$ cat config.mk
export PLATFORM = sky130hd
export DESIGN_NAME = univ_shift_reg
export DESIGN_NICKNAME = d
export VERILOG_FILES = /design/src/rtl/shift_pkg.sv /design/src/rtl/shift_bit_counter.sv /design/src/rtl/univ_shift_reg.sv
export SDC_FILE = /design/constraint.sdc
export NUM_CORES = 1
export LEC_CHECK = 0
export ABC_CLOCK_PERIOD_IN_PS = 1400
export BUFFER_PORTS_ARGS = -buffer_cell sky130_fd_sc_hd__clkbuf_2
export CAP_MARGIN = 20
export CORE_UTILIZATION = 45
export CTS_BUF_LIST = sky130_fd_sc_hd__clkbuf_8
export DETAILED_ROUTE_END_ITERATION = 16
export PLACE_DENSITY = 0.84
export SYNTH_ARGS = -nofsm -noshare
export SYNTH_HDL_FRONTEND = slang
export SYNTH_SLANG_ARGS = --single-unit
$ cat constraint.sdc
create_clock -name clk -period 1.4 [get_ports clk]
set_clock_uncertainty 0.2 [all_clocks]
set_input_delay 0.28 -clock clk [delete_from_list [all_inputs] [get_ports clk]]
set_output_delay 0.28 -clock clk [all_outputs]
set_load 0.05 [all_outputs]
$ cat src/rtl/shift_pkg.sv
// Shared definitions for the universal shift register: shift-mode encoding.
package shift_pkg;

  typedef enum logic [1:0] {
    MODE_SHR = 2'b00,
    MODE_SHL = 2'b01,
    MODE_ROR = 2'b10,
    MODE_ROL = 2'b11
  } shift_mode_t;

endpackage

$ cat src/rtl/shift_bit_counter.sv
// Modulo-WIDTH shift counter with a registered one-cycle frame-complete pulse.
module shift_bit_counter #(
  parameter int WIDTH = 10
) (
  input  logic                     clk,
  input  logic                     rst,
  input  logic                     clr,
  input  logic                     inc,
  output logic [$clog2(WIDTH)-1:0] bit_cnt,
  output logic                     frame_done
);

  localparam int CNT_W = $clog2(WIDTH);
  localparam logic [CNT_W-1:0] CNT_LAST = CNT_W'(WIDTH - 1);

  logic [CNT_W-1:0] cnt_q, cnt_d;
  logic             done_q, done_d;

  // Wrap explicitly at WIDTH-1 so non-power-of-2 widths never reach 2^CNT_W-1.
  always_comb begin
    cnt_d  = cnt_q;
    done_d = 1'b0;
    if (clr) begin
      cnt_d = '0;
    end else if (inc) begin
      if (cnt_q == CNT_LAST) begin
        cnt_d  = '0;
        done_d = 1'b1;
      end else begin
        cnt_d = cnt_q + CNT_W'(1);
      end
    end
  end

  always_ff @(posedge clk or posedge rst) begin
    if (rst) begin
      cnt_q  <= '0;
      done_q <= 1'b0;
    end else begin
      cnt_q  <= cnt_d;
      done_q <= done_d;
    end
  end

  assign bit_cnt    = cnt_q;
  assign frame_done = done_q;

endmodule

$ cat src/rtl/univ_shift_reg.sv
// Universal shift register: SHR/SHL/ROR/ROL, parallel load, clear, shift counter.
// Optional registered parity output enabled by defining USHIFT_PARITY_EN.
module univ_shift_reg
  import shift_pkg::*;
#(
  parameter int               WIDTH   = 10,
  parameter logic [WIDTH-1:0] RST_VAL = '0
) (
  input  logic                     clk,
  input  logic                     rst,
  input  logic                     clr,
  input  logic                     load,
  input  logic                     en,
  input  logic [1:0]               mode,
  input  logic                     ser_in,
  input  logic [WIDTH-1:0]         din,
  output logic [WIDTH-1:0]         q,
  output logic                     ser_out,
  output logic [$clog2(WIDTH)-1:0] bit_cnt,
  output logic                     frame_done
`ifdef USHIFT_PARITY_EN
  ,
  output logic                     parity
`endif
);

  shift_mode_t      mode_s;
  logic [WIDTH-1:0] q_q, q_d;
  logic [WIDTH-1:0] shr_v, shl_v;
  logic             shr_fill, shl_fill;
  logic             shift_acc;

  assign mode_s = shift_mode_t'(mode);

  // Rotates reuse the shift networks with the wrapped-around bit as the fill.
  assign shr_fill = (mode_s == MODE_ROR) ? q_q[0]       : ser_in;
  assign shl_fill = (mode_s == MODE_ROL) ? q_q[WIDTH-1] : ser_in;

  for (genvar gi = 0; gi < WIDTH; gi++) begin : g_net
    if (gi == WIDTH - 1) begin : g_top
      assign shr_v[gi] = shr_fill;
    end else begin : g_mid_r
      assign shr_v[gi] = q_q[gi+1];
    end
    if (gi == 0) begin : g_bot
      assign shl_v[gi] = shl_fill;
    end else begin : g_mid_l
      assign shl_v[gi] = q_q[gi-1];
    end
  end

  assign shift_acc = en & ~clr & ~load;

  always_comb begin
    q_d = q_q;
    if (clr) begin
      q_d = RST_VAL;
    end else if (load) begin
      q_d = din;
    end else if (en) begin
      unique case (mode_s)
        MODE_SHR, MODE_ROR: q_d = shr_v;
        MODE_SHL, MODE_ROL: q_d = shl_v;
      endcase
    end
  end

  always_ff @(posedge clk or posedge rst) begin
    if (rst) begin
      q_q <= RST_VAL;
    end else begin
      q_q <= q_d;
    end
  end

  assign q       = q_q;
  assign ser_out = (mode_s == MODE_SHL || mode_s == MODE_ROL) ? q_q[WIDTH-1] : q_q[0];

  shift_bit_counter #(
    .WIDTH(WIDTH)
  ) u_cnt (
    .clk       (clk),
    .rst       (rst),
    .clr       (clr | load),
    .inc       (shift_acc),
    .bit_cnt   (bit_cnt),
    .frame_done(frame_done)
  );

`ifdef USHIFT_PARITY_EN
  logic parity_q;

  always_ff @(posedge clk or posedge rst) begin
    if (rst) begin
      parity_q <= ^RST_VAL;
    end else begin
      parity_q <= ^q_d;
    end
  end

  assign parity = parity_q;
`endif

endmodule

---- Yosys cells after proc, flatten, opt, wreduce, memory -nomap -nowiden ----
Cells that the tools add are included.
storage, ports and cells
  register bits after elaboration ......... 15
  input port bits ......................... 18
  output and inout port bits .............. 16
  word-level logic and storage cells ...... 32
operators by class
  add/subtract/negate cells ............... 1
  equal/unequal tests ..................... 4
  mux-type cells .......................... 13
  bitwise logic cells ..................... 5
  reductions and logical operators ........ 6
operators with widths
  cell                 count
  $mux 10              3
  $pmux 10 s2          1
  $mux 4               3
  $mux 1               6
  $add 4x1->4 const B  1
  $eq 2x2->1 const B   2
  $eq 4x4->1 const B   1
  $reduce_or 2->1      2
  $reduce_bool 3->1    1
  $and 1x1->1          2
  $eq 2x1->1 const B   1
  $logic_not 2->1      1
  $not 1->1            2
  $reduce_bool 2->1    1
  $logic_or 1x1->1     1
  $or 1x1->1           1

---- Depth between registers and ports, before layout ----
  depth after elaboration ................. 6
  gate-level depth with buffers ........... 5
  gate-level depth less buffers ........... 5

---- Modules after synthesis ----
From an unflattened synthesis, not the netlist that was laid out.
second synthesis, totals
  cells, all modules ...................... 94
  area total of the unflattened synthesis .. 915.9 um^2
by module, submodules not included
  module             instances  cells an instance  area an instance (um^2)  seq. area each (um^2)
  univ_shift_reg     1          67                 640.6                    250.2
  shift_bit_counter  1          27                 275.3                    125.1

---- Worst setup path before layout ----
OpenSTA, ideal clock, no wires.
  path type ............................... register to output
  start ................................... reg q_q[9] (netlist: q[9])
  end ..................................... out ser_out
  arrival time ............................ 1.143 ns
  data required time ...................... 0.920 ns
  path slack .............................. -0.223 ns
  stages on the path, launching flop included .. 2
  buffers on the path ..................... 0
  cells stage by stage .................... dfrtp_1 mux2_1
between the ends
  cells in the longest elaborated chain, start to end .. 1
ends and longest elaborated chain
  item                      RTL line              RTL
  start: declaration        univ_shift_reg.sv:28  logic [WIDTH-1:0] q_q, q_d;
  start signal: assignment  univ_shift_reg.sv:72  q_q <= q_d;
  $mux 1                    univ_shift_reg.sv:77  assign ser_out = (mode_s == MODE_SHL || mode_s == MODE_ROL) ? q_q[WIDTH-1] : q_q[0];
  end: declaration          univ_shift_reg.sv:18  output logic ser_out,
Every way passes these cells.

---- Final worst setup path ----
  start ................................... reg q_q[0] (netlist: q[0])
  end ..................................... out ser_out
The elaborated chain is that of the path after synthesis.

==> results_dict.tcl <==
set metrics [dict create \
    outcome "finished with violations" \
    violations "setup timing" \
    p_sw_mw 0.3958 \
    crit_path_start_kind "register" \
    insertion_delay_ns 0.25 \
    clockBufferDepth 2 \
    setup_viol_count_final 3 \
    fin_util_pct 76.21 \
    drc 0 \
    die_w_um 46.40 \
    avgSynthCellArea_um2 9.967 \
    yosysSeqAreaShare_pct 42.31 \
    synthesis.area_um2 887.1 \
    p_clk_share_pct 28.5 \
    yosys.area_share.xor_xnor_pct 0 \
    gr-total-overflow 0 \
    powerDensity_mw_per_mm2 897.9 \
    synth_top_family_by_area "compound AO/OA/AOI/OAI gates" \
    ys_ff_latch 15 \
    layout-drive-gt1-share_pct 47.10 \
    cp_max_fo 2 \
    antenna_found_initial 0 \
    initial_utilization_pct 49.75 \
    syn-num-nets 109 \
    combPwrFrac_pct 31.8 \
    hold_viol 0 \
    synthCells 89 \
    ys_types 27 \
    htree_levels 1 \
    yosysWarnings 0 \
    worstSetupPathType "register to output port" \
    tritoncts "built" \
    fin_crit_sh_pct 112.1 \
    die_h_um 46.40 \
    clock-sinks 15 \
    vias 890 \
    final_common_cell "buf_4" \
    rrSetupSlack_ns 0 \
    required_ns 0.92 \
    clk_pin_slew_worst_paths_ns 0.06 \
    cp_slowest_stage_delay_ns 0.41 \
    synth_area_leader_cell "dfrtp_1" \
    routed_wl_mm 2.340 \
    power_frac_seq_pct 39.8 \
    netSwitchingFraction_pct 32.44 \
    synth_compound_area_share_pct 21.86 \
    crit_path_end_kind "output port" \
    synth.area.mux_share_pct 10.30 \
    grt_pass1_vias 729 \
    relSlewSlack_pct 63.41 \
    area_growth_pct 53.17 \
    ctsRootBufferMaster "clkbuf_8" \
    fin_crit_ns 1.569 \
    place_congestion 0.7568 \
    portBuffers 33 \
    track_usage_pct 21.45 \
    finalWorstSetupSlack_ns -0.1692 \
    arrival_ns 1.09 \
    final_cell_mix "buf_4 (22), clkbuf_2 (18), dfrtp_1 (11)" \
    placed_cell_area_mm2 0.001131 \
    firstDrtPassIters 5 \
    synth-simple-area-share_pct 14.95 \
    yosysTopAreaCellShare_pct 42.31 \
    drtAntennaViolNets 0 \
    grt_max_degree 16 \
    cpMaxStageDelayCell "dfrtp_2" \
    grt_pass1_wl_mm 3.174 \
    stdcell_area_mm2 0.001359 \
    power_mw 1.220 \
    worst_slew_pin_slew_ns 0.5477 \
    rows 15 \
    crit_buf_inv 1 \
    die_area_mm2 0.002153 \
    vias_per_cell 5.460 \
    drt_iter0_drc 23 \
    io_pins 34 \
    peakVddDrop_uv 651.1 \
    fmax_mhz 637.3 \
    leakage_nw 0.6732 \
    drv_slew 0 \
    ys_top_cells_by_area "dfrtp_1 (42%), mux2i_1 (9.0%), a22o_1 (7.9%), a21oi_1 (4.5%), nor2_1 (3.8%)" \
    rsz0062_at_grt "yes" \
    fin_cells 163 \
    cap_viol_max_count 0 \
    cts_buffers 3 \
    critPathTopFamily "flip-flops" \
    synth_adder_area_share_pct 2.821 \
    antenna_cells 0 \
    placed_cells 153 \
    dp_hpwl_mm 1.524 \
    min_path_type "input pin to register" \
    nets 159 \
    internal_power_mw 0.8243 \
    wl_per_cell_um 14.36 \
    hold_ws_ns 0.05111 \
    path_cells "mux2_4, buf_8" \
    coreArea_mm2 0.001783 \
]
[final cells by class]
class | count | area, um^2
clock buffer | 3 | 41.29
clock inverter | 1 | 3.754
fill | 123 | 424.2
inverter | 5 | 18.77
multi-input combinational | 63 | 483.0
sequential | 15 | 380.4
tap | 25 | 31.28
timing repair buffer | 51 | 400.4
[state kept, by name (all words and copies together) (netlist names)]
signal            flops
u_cnt.bit_cnt         4
q                    10
u_cnt.frame_done      1
[kinds of logic (layout without fill, tap and decap cells)]
logic type / count (synthesis) / in the layout
AOI/OAI and AO/OA: 27 / 27
and+or+nand+nor: 25 / 25
DFF: 15 / 15
buffers and inverters: 11 / 60
muxes: 9 / 9
adders and majority gates: 2 / 2
[repair_timing]
item,in CTS,in global routing
hold buffers,1,0
resized for setup,24,15
pin swaps,0,5
gates cloned,0,0
setup endpoints to repair,16,17
buffers inserted,1,4
hold endpoints to repair,15,0
[power groups by stage]
stage | Sequential, mW | Clock, mW | Combinational [mW]
final | 0.485 | 0.347 | 0.388
after global routing | 0.488 | 0.371 | 0.409
after CTS | 0.484 | 0.357 | 0.353
after detailed placement | 0.491 | 0 | 0.303
after global placement | 0.489 | 0 | 0.297
after floorplan | 0.574 | 0 | 0.125
[layer usage]
metal,GRT usage [%],part of all wire [%],vias to the layer above
met5,0,0,-
met4,10.59,2.4,0
met3,1.176,3.3,7
met2,36.39,53,36
met1,27.34,41,427
li1,-,-,420
[stage by stage]
step / setup slack [ns] / TNS (ns)
after floorplan: -0.01275 / -0.02353
final: -0.1692 / -0.3484
after CTS: -0.1773 / -0.2554
after detailed placement: -0.05475 / -0.08028
after global placement: -0.01504 / -0.01504
after global routing: -0.1821 / -0.4219
[synthesized netlist by cell type]
| cell | n |
|---|---|
| o211ai_1 | 2 |
| nand3b_1 | 1 |
| and3_1 | 1 |
| nand3_2 | 1 |
| o21ai_1 | 2 |
| nand4b_1 | 1 |
| a21oi_1 | 8 |
| buf_2 | 1 |
| a2111oi_1 | 1 |
| nor4_1 | 1 |
| o31ai_1 | 3 |
| nor2b_1 | 2 |
| nand2_1 | 5 |
| nor3_2 | 1 |
| a2111oi_0 | 1 |
| o41ai_1 | 2 |
| dfrtp_1 | 15 |
| buf_4 | 3 |
| nor2_1 | 9 |
| nand2b_1 | 3 |
| inv_1 | 4 |
| a22o_1 | 8 |
| ha_1 | 2 |
| mux2i_1 | 8 |
| inv_2 | 1 |
| buf_6 | 2 |
| mux2_1 | 1 |
[worst paths after layout]
| check | startpoint | end | depth (start not counted) |
|---|---|---|---|
| max in group asynchronous | rst | u_cnt.bit_cnt[0]$_DFFE_PP0P_ | 4 |
| min in group asynchronous | rst | q[5]$_DFFE_PP0P_ | 4 |
| worst max register to register | q[0]$_DFFE_PP0P_ | q[1]$_DFFE_PP0P_ | 5 |
| worst min-delay path | din[2] | q[2]$_DFFE_PP0P_ | 2 |
| worst min register to register | u_cnt.bit_cnt[1]$_DFFE_PP0P_ | u_cnt.bit_cnt[1]$_DFFE_PP0P_ | 2 |
| worst max-delay path | q[0]$_DFFE_PP0P_ | ser_out | 2 |
Power figures use the tool's default switching activity.
